File: config.mk
export PLATFORM = sky130hd
export DESIGN_NAME = inst_sramlike_bridge
export DESIGN_NICKNAME = d
export VERILOG_FILES = /design/src/rtl/inst_sramlike_bridge_pkg.sv /design/src/rtl/inst_sramlike_bridge.sv
export SDC_FILE = /design/constraint.sdc
export NUM_CORES = 1
export LEC_CHECK = 0
export CELL_PAD_IN_SITES_DETAIL_PLACEMENT = 0
export CELL_PAD_IN_SITES_GLOBAL_PLACEMENT = 2
export CORE_ASPECT_RATIO = 0.7
export CORE_UTILIZATION = 16
export CTS_CLUSTER_DIAMETER = 100
export DETAILED_ROUTE_END_ITERATION = 8
export GPL_TIMING_DRIVEN = 1
export PLACE_DENSITY_LB_ADDON = 0.1
export SYNTH_ARGS = -nofsm -noshare
export SYNTH_HDL_FRONTEND = slang
export SYNTH_SLANG_ARGS = --single-unit
File: constraint.sdc
create_clock -name clk -period 1.63 [get_ports clk]
set_input_delay 0.163 -clock clk [delete_from_list [all_inputs] [get_ports clk]]
set_output_delay 0.163 -clock clk [all_outputs]
set_load 0.05 [all_outputs]
File: src/rtl/inst_sramlike_bridge_pkg.sv
// Shared constants for the SRAM-like bus bridges: transfer size codes,
// the instruction-side bridge state encoding and a small alignment helper.
// The data-side bridge imports the same package for its size codes.
package inst_sramlike_bridge_pkg;

  // SRAM-like bus transfer size codes
  localparam logic [1:0] SZ_BYTE = 2'b00;
  localparam logic [1:0] SZ_HALF = 2'b01;
  localparam logic [1:0] SZ_WORD = 2'b10;

  // Defaults for the instruction bridge parameters
  localparam logic [31:0] DEFAULT_NOP_INSTR = 32'h0000_0000;
  localparam logic [1:0]  DEFAULT_INST_SIZE = SZ_WORD;

  // Instruction bridge states
  typedef enum logic [1:0] {
    IFB_REQ  = 2'b00,  // no transaction outstanding
    IFB_WAIT = 2'b01,  // address accepted, data outstanding
    IFB_DONE = 2'b10   // instruction buffered until the pipeline advances
  } ifb_state_e;

  // A fetch address is legal only on a 4-byte boundary
  function automatic logic is_word_aligned(input logic [31:0] addr);
    return (addr[1:0] == 2'b00);
  endfunction

endpackage

File: src/rtl/inst_sramlike_bridge.sv
// Instruction-side adapter between the CPU fetch stage and a split-transaction
// SRAM-like bus (req/addr_ok/data_ok). One fetch is in flight at a time; the
// fetched word is held while the pipeline stalls, and a response belonging to
// a fetch that was flushed by an exception/eret is dropped on arrival.
module inst_sramlike_bridge
  import inst_sramlike_bridge_pkg::*;
#(
  parameter logic [31:0] NOP_INSTR = DEFAULT_NOP_INSTR,
  parameter logic [1:0]  INST_SIZE = DEFAULT_INST_SIZE
) (
  input  logic        clk,
  input  logic        rst,
  input  logic [31:0] if_pc,
  input  logic        if_en,
  input  logic        longest_stall,
  input  logic        flush,
  output logic [31:0] if_instr,
  output logic        stallreq_from_if,
  output logic        inst_req,
  output logic        inst_wr,
  output logic [1:0]  inst_size,
  output logic [31:0] inst_addr,
  output logic [31:0] inst_wdata,
  input  logic        inst_addr_ok,
  input  logic [31:0] inst_rdata,
  input  logic        inst_data_ok
);

  ifb_state_e  state;
  logic        discard;    // outstanding response belongs to a flushed fetch
  logic [31:0] instr_buf;
  logic        fetch_go;
  logic        aligned;

  assign fetch_go = if_en & ~flush;
  assign aligned  = is_word_aligned(if_pc);

  // Read-only bus: address follows the fetch pc, which the datapath holds
  // stable while we stall, so req/addr stay put until addr_ok.
  assign inst_wr    = 1'b0;
  assign inst_size  = INST_SIZE;
  assign inst_wdata = 32'h0000_0000;
  assign inst_addr  = if_pc;

  // NOTE: inst_req and stallreq must react to if_pc/flush within the same
  // cycle, so they are decoded from the registered state rather than being
  // registered themselves; a registered request would arrive a cycle late.
  assign inst_req         = ~rst & (state == IFB_REQ) & fetch_go & aligned;
  assign stallreq_from_if = if_en & ~rst & (state != IFB_DONE) & ~flush;
  assign if_instr         = (state == IFB_DONE) ? instr_buf : NOP_INSTR;

  // Fetch sequencer: request, wait for data (or drop it), hold for the pipeline
  always_ff @(posedge clk) begin
    // NOTE: all state here is sequential, so every assignment is non-blocking;
    // blocking assignments would let later statements see this cycle's update.
    if (rst) begin
      state     <= IFB_REQ;
      discard   <= 1'b0;
      instr_buf <= NOP_INSTR;
    end else begin
      case (state)
        IFB_REQ: begin
          if (fetch_go) begin
            if (!aligned) begin
              // AdEL is raised by the IF stage; present a bubble, touch no bus
              state     <= IFB_DONE;
              instr_buf <= NOP_INSTR;
            end else if (inst_addr_ok) begin
              state <= IFB_WAIT;
            end
          end
        end

        IFB_WAIT: begin
          if (inst_data_ok) begin
            discard <= 1'b0;
            if (discard || flush) begin
              // response is for a fetch the redirect has made obsolete
              state <= IFB_REQ;
            end else begin
              instr_buf <= inst_rdata;
              state     <= IFB_DONE;
            end
          end else if (flush) begin
            discard <= 1'b1;
          end
        end

        IFB_DONE: begin
          if (flush) begin
            state     <= IFB_REQ;
            instr_buf <= NOP_INSTR;
          end else if (!longest_stall) begin
            // pipeline latches if_instr this cycle
            state <= IFB_REQ;
          end
        end

        // NOTE: the unused 2-bit encoding recovers to the idle state instead
        // of being left unspecified.
        default: state <= IFB_REQ;
      endcase
    end
  end

endmodule

==> flow_summary.ini, run 1 <==
[grt]
grt_pass1_vias = 2043
overflow = 0
grt_usage_pct = 10.8
grtUsageMet2_pct = 14.2
grt_pass1_wl_um = 12100
grtUsageMet3_pct = 3.67
antenna_found_initial = 0
met1_usage_pct = 16.4
grt_max_degree = 36
top_usage_layer = met1

[status]
status = complete, but fails checks
violations = negative setup slack

[worst_setup_path]
endpoint_kind = output port
path_class = flop to output port
r2r-end = instr_buf[15]
r2r_slack_ns = -0.06
r2r_cells = 6
crit_fanout = 4
worstPathArrival_ns = 1.55
rr_startpoint = state[1]
endpoint = if_instr[9]
cp-startpoint = state[0]
crit_path_start_kind = flop
required_ns = 1.47

[clock_network]
cts_buffer_depth = 2
cts_sinks = 35
root_buffer = clkbuf_16
clk_latency_ns = 0.28
cts_hold_buf = 0
numCtsBuffers = 5
cts_tree = built
cts_max_level = 2
clk_pin_slew_ns = 0.06

[timing]
fin_ws_ns = -0.0795
rsz0062_at_grt = yes
setup-tns-final_ns = -2.14
finalMaxSlewViolations = 0
timing.final.crit_share_pct = 105
fmax_mhz = 585
period_minus_slack_ns = 1.71
clock_skew_ns = 0.00341
setup_violations = 61
finalHoldViolCount = 0
whs_ns = 0.326

[synthesis]
netlist_area_um2 = 2320
ys_warn_count = 0
syn_inst = 282
ys_seq_area_share_pct = 30.3
ys_seq_elements = 35
syn-mean-instance-area_um2 = 8.21
synth_cell_type_count = 25

[die]
die_area_um2 = 15000
die_w_um = 146
core_um2 = 14000
ios = 172
num_rows = 36
start_util_pct = 16.5
die_h_um = 103

[cells_and_area]
layout_common_cells = buf_12, clkdlybuf4s50_1, conb_1, dfxtp_1
num-nets-final = 414
fillCellCount = 1477
layout_commonest_cell = buf_12
instances_no_fill = 534
diodes = 0
syn_to_final_growth_pct = 70.1
layout-drive-gt1-share_pct = 40.4

[route]
vias = 2077
postRouteAntennaNets = 0
drt_iter0_drc = 66
wl_um = 8080
dr.pass1.iters = 4
via_per_inst = 3.89
wire_per_inst_um = 15.1
drc = 0

[worst_hold_path]
hold_path.class = primary input to output port

[power]
ir_drop_mv = 0.340
leakage_nw = 1.47
power.density_nw_per_um2 = 645
finalPower_mw = 2.54

[placed_design]
dp_cells = 511
dp_slack_ns = -0.250
dp_hpwl_um = 5180
gp_congestion = 0.743
port-buffer-count = 76

[run]
maxCapViolations = 0
critical path, stage by stage (launching register included):
cell	delay (ns)
dfxtp_2	0.32
buf_6	0.11
and2b_4	0.27
buf_12	0.14
clkbuf_16	0.14
and2_4	0.15
buf_12	0.13
state kept, by name, summed over array words and instances, names as in the netlist:
name,count
state,2
instr_buf,32
discard,1
per-stage QoR:
step	utilization [%]	instance area (um^2)
after floorplan	-	2450
after global placement	24.0	3360
after detailed placement	24.0	3360
after CTS	27.1	3800
after global routing	28.1	3940
final	28.1	3940
final cells by class:
cell class	count	area (um^2)	area share (%)
timing repair buffer	112	1620	41.1
multi-input combinational	188	1220	30.9
sequential	35	703	17.9
tap	190	238	6.04
clock buffer	8	156	3.97
inverter	1	3.75	0.0953
cell usage after synthesis:
cell	count	area [um^2]
buf_6	13	146
inv_1	1	3.75
o31ai_4	1	21.3
clkbuf_1	9	33.8
o21ai_0	3	15.0
nor3_1	3	15.0
buf_4	67	503
a32oi_1	2	17.5
and2_1	32	200
dfxtp_1	35	701
conb_1	2	7.51
nand2b_1	1	6.26
or4b_4	1	13.8
o21a_1	1	7.51
clkbuf_8	2	27.5
or2_2	1	6.26
o21ai_1	31	155
nand2_1	1	3.75
and2b_1	2	15.0
o31a_2	1	10.0
a21oi_1	35	175
a211oi_1	1	7.51
nand4_1	32	200
and2b_2	1	8.76
nor2_1	4	15.0
kinds of logic (layout without fill, tap and decap cells):
| logic type | count (synthesis) | after routing | share of synthesized area, % |
|---|---|---|---|
| compound gates | 75 | 75 | 17.7 |
| buf+inv | 92 | 121 | 30.8 |
| flops | 35 | 35 | 30.3 |
| other cells | 2 | 35 | 0.324 |
| simple gates | 78 | 78 | 20.9 |
layer usage:
layer / wire (um) / vias up
li1: - / 1002
met1: 4240 / 974
met2: 3230 / 97
met3: 569 / 4
met4: 42 / 0
met5: 0 / -
power by group:
| part | total, mW | switching [mW] | internal [mW] |
|---|---|---|---|
| sequential | 0.862 | 0.00268 | 0.859 |
| clock | 1.02 | 0.368 | 0.651 |
| combinational | 0.660 | 0.412 | 0.248 |
timing repair:
item                                    in CTS  in global routing
setup buffers                                8                  2
pin swaps                                   28                 24
gates resized for setup                     53                 17
endpoints found under the setup margin      34                 66
gates cloned                                 3                  2
worst min-delay path by stage:
stage | start | to | slack [ns] | cells after the start
floorplan | inst_data_ok | discard | 0.26 | 1
global placement | if_pc[13] | inst_addr[13] | 0.33 | 0
global route | if_pc[8] | inst_addr[8] | 0.33 | 0
finish | if_pc[12] | inst_addr[12] | 0.33 | 0
detailed placement | if_pc[13] | inst_addr[13] | 0.33 | 0
CTS | if_pc[13] | inst_addr[13] | 0.33 | 0
Note: power is estimated with default switching activity, not from simulation.
==> run 2: changes to the inputs <==
Settings changed: CORE_MARGIN set to 4.
==> flow_summary.ini, run 2 (synthesized netlist as in run 1, its figures left out) <==
[status]
status = complete, but fails checks
violations = negative setup slack

[cells_and_area]
num-nets-final = 414
fillCellCount = 1508
largest_reg_flops = 32
layout_commonest_cell = buf_12
final_area_um2 = 3860
diodes = 0
layout_common_cells = buf_12, clkdlybuf4s50_1, conb_1, dfxtp_1
regMostFlops = instr_buf
reg_top3 = instr_buf (32), state (2), discard (1)
layout-drive-gt1-share_pct = 39.5
syn_to_final_growth_pct = 66.6

[route]
vias = 2050
drt_iter0_drc = 126
via_per_inst = 3.84
wl_um = 8530
wire_per_inst_um = 16.0
dr.pass1.iters = 6
drc = 0
postRouteAntennaNets = 0

[clock_network]
cts_tree = built
clk_pin_slew_ns = 0.06
cts_sinks = 35
root_buffer = clkbuf_16
clk_latency_ns = 0.28
numCtsBuffers = 5
cts_max_level = 2
cts_buffer_depth = 2

[timing]
setup_violations = 31
finalHoldViolCount = 0
clock_skew_ns = 0.00349
rsz0062_at_grt = yes
fin_ws_ns = -0.0356
period_minus_slack_ns = 1.67
finalMaxSlewViolations = 0
fmax_mhz = 600
timing.final.crit_share_pct = 102

[worst_hold_path]
hold_start = if_pc[11]
hold_path_end = inst_addr[11]
whs_path_depth = 0
hold_path.class = primary input to output port

[power]
swShare_pct = 31.9
p_switching_mw = 0.786
power.density_nw_per_um2 = 638
leakage_nw = 1.44
clock_power_share_pct = 38.2
combPwrFrac_pct = 26.8
seq_power_share_pct = 35.0
p_int_mw = 1.68
finalPower_mw = 2.46
ir_drop_mv = 0.353

[worst_setup_path]
crit_path_start_kind = flop
worstPathArrival_ns = 1.50
rr_startpoint = state[1]
path_class = flop to output port
cp-startpoint = state[0]
required_ns = 1.47
crit_fanout = 9
r2r_cells = 6
r2r-end = instr_buf[27]
r2r_slack_ns = 0
endpoint_kind = output port

[grt]
grt_pass1_wl_um = 12200
antenna_found_initial = 0
grt_max_degree = 29
grt_usage_pct = 9.46
grt_pass1_vias = 2099
overflow = 0

[die]
ios = 172
die_w_um = 152
die_h_um = 109
core_um2 = 14100
die_area_um2 = 16500
num_rows = 36
start_util_pct = 16.5

[placed_design]
gp_congestion = 0.702
placed_area_um2 = 3360
dp_hpwl_um = 5620
port-buffer-count = 76

[run]
maxCapViolations = 0
## run 2: cell types whose count changed in the layout (fill, tap and decap cells not counted), moves of 2 or more
cell       delta
o21ai_2       -2
o21ai_0       +2
buf_16        -2
clkbuf_16     +2
clkbuf_8      -2
buf_12        -3
## run 2: worst max path at each step
stage	endpoint	slack, ns	depth (start not counted)
final	if_instr[2]	-0.04	5
after detailed placement	instr_buf[16]	-0.27	6
after CTS	if_instr[14]	-0.05	5
after global placement	instr_buf[16]	-0.24	6
after global routing	if_instr[4]	-0.08	5
after floorplan	if_instr[22]	0.06	4
## run 2: metrics by stage
stage | setup slack [ns] | cells | setup TNS [ns] | hold WS [ns] | util (%)
6_report | -0.0356 | 534 | -0.499 | 0.326 | 27.4
5_1_grt | -0.0790 | 534 | -3.28 | 0.326 | 27.4
4_1_cts | -0.0483 | 525 | -0.498 | 0.326 | 25.7
3_5_place_dp | -0.267 | 513 | -7.66 | 0.326 | 23.9
3_3_place_gp | -0.239 | 513 | -6.97 | 0.326 | 23.9
2_1_floorplan | 0.0556 | 315 | 0 | 0.257 | -
## run 2: final cells by class
cell class	count	area [um^2]	area share, %
repair buffers	112	1590	41.1
well taps	190	238	6.16
clock buffers	7	133	3.44
inverters	1	3.75	0.0973
clock inverters	1	5.00	0.130
flip-flops and latches	35	706	18.3
multi-input cells	188	1190	30.8
## run 2: per-layer routing
metal,track usage [%],part of all wire (%)
met1,13.0,49
met2,13.5,43
met3,4.28,7.1
met4,2.44,0.83
met5,0,0
## run 2: critical path: stages, from the launching register on
cell       delay [ns]
dfxtp_2          0.32
buf_6            0.11
and2b_4          0.32
clkbuf_16        0.18
and2_4           0.16
buf_12           0.13
## run 2: power groups by stage
stage	registers (mW)	clock network, mW	logic (mW)
2_1_floorplan	0.880	0	0.610
3_3_place_gp	0.881	0	0.572
3_5_place_dp	0.880	0	0.568
4_1_cts	0.862	0.973	0.584
5_1_grt	0.861	1.00	0.699
6_report	0.861	0.941	0.658
## run 2: repair_timing
action	4_1_cts	5_1_grt
cloned	1	5
setup endpoints to repair	34	65
pin swaps	3	64
hold buffers	0	0
hold endpoints to repair	0	0
setup buffers	3	4
gates resized for setup	38	25
